**src/rtl/freq_stream_packer.sv**
```systemverilog
// Buffers 80-bit selector samples in a FIFO and serialises each one into
// a header word plus three data words on a 32-bit AXI-stream master.
module freq_stream_packer #(
  parameter int         FIFO_DEPTH = 16,
  parameter logic [3:0] HDR_TAG    = 4'hA
) (
  input  logic        dev_clk,
  input  logic        dev_rst,
  input  logic [79:0] s_axis_tdata,
  input  logic [20:0] s_axis_tuser,
  input  logic        s_axis_tlast,
  input  logic        s_axis_tvalid,
  output logic        s_axis_tready,
  output logic [31:0] m_axis_tdata,
  output logic        m_axis_tvalid,
  input  logic        m_axis_tready,
  output logic        m_axis_tlast,
  output logic [15:0] drop_count,
  output logic [15:0] frame_count
);

  localparam int AW = $clog2(FIFO_DEPTH);
  localparam int EW = 102;
  localparam logic [AW:0] DEPTH_C = (AW+1)'(FIFO_DEPTH);

  typedef enum logic [2:0] {
    ST_IDLE,
    ST_HDR,
    ST_D0,
    ST_D1,
    ST_D2
  } state_t;

  logic [EW-1:0] r_mem [FIFO_DEPTH];
  logic [AW-1:0] r_wptr;
  logic [AW-1:0] r_rptr;
  logic [AW:0]   r_count;
  logic [80:0]   r_hold;
  state_t        r_state;
  logic [31:0]   r_tdata;
  logic          r_tvalid;
  logic          r_tlast;
  logic [15:0]   r_drop;
  logic [15:0]   r_frame;

  logic          w_full;
  logic          w_empty;
  logic          w_wr;
  logic          w_drop;
  logic          w_hs;
  logic          w_pop;
  logic [EW-1:0] w_head;
  logic [31:0]   w_hdr;

  assign w_full  = (r_count == DEPTH_C);
  assign w_empty = (r_count == '0);
  assign w_wr    = s_axis_tvalid && !w_full;
  assign w_drop  = s_axis_tvalid && w_full;
  assign w_hs    = r_tvalid && m_axis_tready;
  // Pop from IDLE, or straight out of D2 so back-to-back samples have no bubble
  assign w_pop   = !w_empty &&
                   ((r_state == ST_IDLE) ||
                    ((r_state == ST_D2) && w_hs));
  assign w_head  = r_mem[r_rptr];
  assign w_hdr   = {HDR_TAG, 7'b0, w_head[100:94], w_head[93:80]};

  assign s_axis_tready = !w_full;
  assign m_axis_tdata  = r_tdata;
  assign m_axis_tvalid = r_tvalid;
  assign m_axis_tlast  = r_tlast;
  assign drop_count    = r_drop;
  assign frame_count   = r_frame;

  always_ff @(posedge dev_clk) begin
    if (w_wr) begin
      r_mem[r_wptr] <= {s_axis_tlast, s_axis_tuser, s_axis_tdata};
    end
  end

  always_ff @(posedge dev_clk or posedge dev_rst) begin
    if (dev_rst) begin
      r_wptr  <= '0;
      r_rptr  <= '0;
      r_count <= '0;
    end else begin
      if (w_wr) begin
        r_wptr <= r_wptr + AW'(1);
      end
      if (w_pop) begin
        r_rptr <= r_rptr + AW'(1);
      end
      unique case ({w_wr, w_pop})
        2'b10:   r_count <= r_count + (AW+1)'(1);
        2'b01:   r_count <= r_count - (AW+1)'(1);
        default: r_count <= r_count;
      endcase
    end
  end

  always_ff @(posedge dev_clk or posedge dev_rst) begin
    if (dev_rst) begin
      r_drop  <= '0;
      r_frame <= '0;
    end else begin
      if (w_drop && (r_drop != 16'hFFFF)) begin
        r_drop <= r_drop + 16'd1;
      end
      if (w_wr && s_axis_tlast) begin
        r_frame <= r_frame + 16'd1;
      end
    end
  end

  always_ff @(posedge dev_clk or posedge dev_rst) begin
    if (dev_rst) begin
      r_state  <= ST_IDLE;
      r_hold   <= '0;
      r_tdata  <= '0;
      r_tvalid <= 1'b0;
      r_tlast  <= 1'b0;
    end else if (w_pop) begin
      r_hold   <= {w_head[101], w_head[79:0]};
      r_tdata  <= w_hdr;
      r_tvalid <= 1'b1;
      r_tlast  <= 1'b0;
      r_state  <= ST_HDR;
    end else begin
      unique case (r_state)
        ST_IDLE: ;
        ST_HDR: begin
          if (w_hs) begin
            r_tdata <= r_hold[31:0];
            r_state <= ST_D0;
          end
        end
        ST_D0: begin
          if (w_hs) begin
            r_tdata <= r_hold[63:32];
            r_state <= ST_D1;
          end
        end
        ST_D1: begin
          if (w_hs) begin
            r_tdata <= {16'h0000, r_hold[79:64]};
            r_tlast <= r_hold[80];
            r_state <= ST_D2;
          end
        end
        ST_D2: begin
          if (w_hs) begin
            r_tdata  <= '0;
            r_tvalid <= 1'b0;
            r_tlast  <= 1'b0;
            r_state  <= ST_IDLE;
          end
        end
        default: r_state <= ST_IDLE;
      endcase
    end
  end

endmodule

```
**config.mk**
```make
export PLATFORM = sky130hd
export DESIGN_NAME = freq_stream_packer
export DESIGN_NICKNAME = d
export VERILOG_FILES = /design/src/rtl/freq_stream_packer.sv
export SDC_FILE = /design/constraint.sdc
export NUM_CORES = 2
export LEC_CHECK = 0
export ABC_AREA = 1
export ABC_CLOCK_PERIOD_IN_PS = 6100
export CORE_AREA = 2 2 364 366
export DETAILED_ROUTE_END_ITERATION = 10
export DIE_AREA = 0 0 366 368
export GPL_TIMING_DRIVEN = 0
export PLACE_DENSITY = 0.75
export REMOVE_ABC_BUFFERS = 1
export SLEW_MARGIN = 5
export SYNTH_ARGS = -nofsm -noshare
export SYNTH_HDL_FRONTEND = slang
export SYNTH_SLANG_ARGS = --single-unit
```
**constraint.sdc**
```tcl
create_clock -name dev_clk -period 6.1 [get_ports dev_clk]
set_clock_uncertainty 0.05 [all_clocks]
set_input_delay 1.525 -clock dev_clk [delete_from_list [all_inputs] [get_ports dev_clk]]
set_output_delay 1.525 -clock dev_clk [all_outputs]
set_load 0.05 [all_outputs]
```
==> impl_metrics.toml <==
[grt]
antenna_found_initial = 29
overflow = 0
grt_usage = 0.279
grt_max_degree = 161
grt_pass1_vias = 46600
grt_pass1_wl_um = 284000

[logic_synthesis]
synth_area_leaders = "edfxtp_1, nand2_1, dfrtp_1"
syn_inst = 6093
avgSynthCellArea_um2 = 11.9
yosysTopAreaCell = "edfxtp_1"
synthArstFlopShare = 0.0908
synthTopCellsByCount = "edfxtp_1, nand2_1, nand3_1"
synth_most_common_cell = "edfxtp_1"
ys.flop_type = "edfxtp_1"
post_synth_num_cell_types = 38
synth_top_cell_area_share = 0.675
yosys_warnings = 0
synth_area_um2 = 72600
yosys_register_bits = 1795
yosysSeqAreaShare = 0.731
synth_edf_count = 1632

[worst_setup_path]
critPathMaxFanout = 96
crit_type = "in -> reg"
r2r_start = "r_rptr[1]"
cpMaxStageDelayCell = "inv_6"
cp-startpoint = "m_axis_tready"
r2r_cells = 12
max_stage_delay_ns = 0.81
cp-endpoint = "r_count[4]"
crit_path_frequent_cell = "nand2_1"
crit_buf_inv = 3
worstPathArrival_ns = 5.38
cp.depth = 14
crit_family = "buffers and inverters"
reg2reg_to = "m_axis_tdata[15]"
crit_chain = "clkdlybuf4s50_1, nand2_1, a21oi_1, nand2_8, inv_6, ha_1, xor2_1, ha_1, inv_1, nand2_1, a31oi_1, xor2_1, nand2_1, nand2_1"
start_kind = "input pin"
r2r_setup_slack_ns = 2.05
critPathRequiredTime_ns = 6.74
end_kind = "flip-flop"

[drt]
via_count = 48800
viasPerCell = 6.02
first_pass_iters = 8
ant_nets = 0
drt-initial-drc-count = 6379
wl_per_cell_um = 23.5
drt-total-wl_um = 191000
drc = 0

[floorplanning]
die_y_um = 368
initial_core_util = 0.555
die-area_um2 = 135000
die_w_um = 366
core-area_um2 = 131000
rows = 133
ios = 173

[placement]
io_buffers = 172
gp_congestion = 0.794
pre_cts_ws_ns = 0.620
dp_hpwl_um = 104000

[power_and_ir_drop]
powerDensity_nw_per_um2 = 492
share_comb_of_total_power = 0.358
peakVddDrop_v = 0.000524
p_int_w = 0.0254
pwr-share-seq = 0.388
swShare = 0.380
p_clk_frac = 0.254
p_leak_nw = 30.0
switching_power_w = 0.0156

[clock_tree]
post_cts.resized_instances = 0
numClockSinks = 1795
cts-root-buf = "clkbuf_16"
cts_buffers = 172
cts.htree.levels = 4
clk_pin_slew_ns = 0.06
cts_buffer_depth = 3
clock_latency_ns = 0.80
cts-hold-fix-buffers = 0
postCtsSetupRepairBufs = 0
cts_tree = "built"

[timing]
fin_crit_sh = 0.778
finalSetupViolCount = 0
maxSlewViolCount = 0
maxSlewHeadroom = 0.258
tns_ns = 0
worst_slew_pin_slew_ns = 1.11
finalCriticalPeriod_ns = 4.75
fin_ws_ns = 1.35
hold_viol_final = 0
max_freq_ghz = 0.211
rsz0062_at_grt = "false"

[final_layout]
drive_above_1_share = 0.0669
nNetsFinal = 6312
synthToLayoutAreaGrowth_pct = 14.6

[hold_path]
hp-class = "reg -> reg"

[run]
timing.max_cap.violations = 0

[run_status]
outcome = "complete, no violations"
[worst min-delay path by stage]
stage,start,to,cells past startpoint
4_1_cts,r_hold[24],r_hold[24],2
2_1_floorplan,r_hold[21],r_hold[21],2
6_report,r_hold[24],r_hold[24],2
3_5_place_dp,r_hold[24],r_hold[24],2
3_3_place_gp,r_hold[24],r_hold[24],2
5_1_grt,r_hold[24],r_hold[24],2
[metrics by stage]
step | instances | cell area, um2 | power (W) | hold slack [ns] | utilization
CTS | 8095 | 83200 | 0.0408 | 0.430 | 0.636
global placement | 7647 | 74500 | 0.0265 | 0.410 | 0.570
finish | 8112 | 83200 | 0.0409 | 0.430 | 0.636
floorplan | 5720 | 70600 | 0.0242 | 0.393 | -
global route | 8107 | 83200 | 0.0428 | 0.445 | 0.636
detailed placement | 7776 | 77700 | 0.0304 | 0.414 | 0.594
[worst reg2reg max path: stages, from the launching register on]
cell,delay (ns)
dfrtp_4,0.66
buf_12,0.28
buf_16,0.26
inv_8,0.59
buf_16,0.52
buf_16,0.58
nor2_1,0.20
o21ai_0,0.11
nand3_1,0.10
nand3_1,0.10
nand3_1,0.24
nand2_1,0.19
nand2_1,0.07
[flip-flops by register name, indices dropped and copies added, names as in the netlist]
signal / cells
r_mem: 1632
frame_count: 16
r_hold: 81
m_axis_tlast: 1
m_axis_tvalid: 1
r_state: 3
r_wptr: 4
drop_count: 16
r_count: 5
m_axis_tdata: 32
r_rptr: 4
[kinds of logic after synthesis]
kind of cell / share of synthesized area
buffers and inverters: 0.0393
AND/OR/NAND/NOR: 0.167
AO/OA/AOI/OAI: 0.0566
flip-flops: 0.731
adder cells (fa/ha/maj): 0.00190
XOR/XNOR: 0.00434
[layout make-up]
type,count,area [um2]
Fill cell,9140,47600
Tap cell,1755,2200
Clock inverter,78,678
Timing Repair Buffer,301,4700
Antenna cell,17,42.5
Sequential cell,1795,53100
Multi-Input combinational cell,3696,16800
Clock buffer,241,4810
Inverter,229,902
[power by group through the flow]
stage | clock, W | sequential [W] | combinational (W)
global route | 0.0110 | 0.0160 | 0.0158
floorplan | 0 | 0.0171 | 0.00710
global placement | 0 | 0.0172 | 0.00934
finish | 0.0104 | 0.0159 | 0.0146
detailed placement | 0 | 0.0161 | 0.0143
CTS | 0.0105 | 0.0159 | 0.0145
[cells in the final DEF (no fill, tap or decap), drive strengths merged]
master,Yosys,final
diode,0,17
o22ai,21,21
a21oi,146,146
xnor2,11,11
edfxtp,1632,1632
buf,252,129
nor3b,2,2
xor2,25,25
nor2,565,565
dfrtp,163,163
clkbuf,121,241
nand2,1537,1537
a31oi,19,19
nor3,28,28
clkdlybuf4s50,0,172
and2,1,1
o21ai,355,355
clkinvlp,0,5
o31ai,9,9
nand4,10,10
a22oi,13,13
o21bai,1,1
nand3b,3,3
bufinv,0,10
o211ai,157,157
ha,11,11
nand3,782,782
clkinv,1,57
inv,228,235
[layer usage]
layer | GRT usage | wire length, um | vias up
met2 | 0.442 | 89900 | 2999
met3 | 0.0584 | 20800 | 530
met5 | 0 | 181 | -
met4 | 0.121 | 7190 | 26
met1 | 0.378 | 72700 | 23600
li1 | - | - | 21600
(Power assumes the default switching activity.)
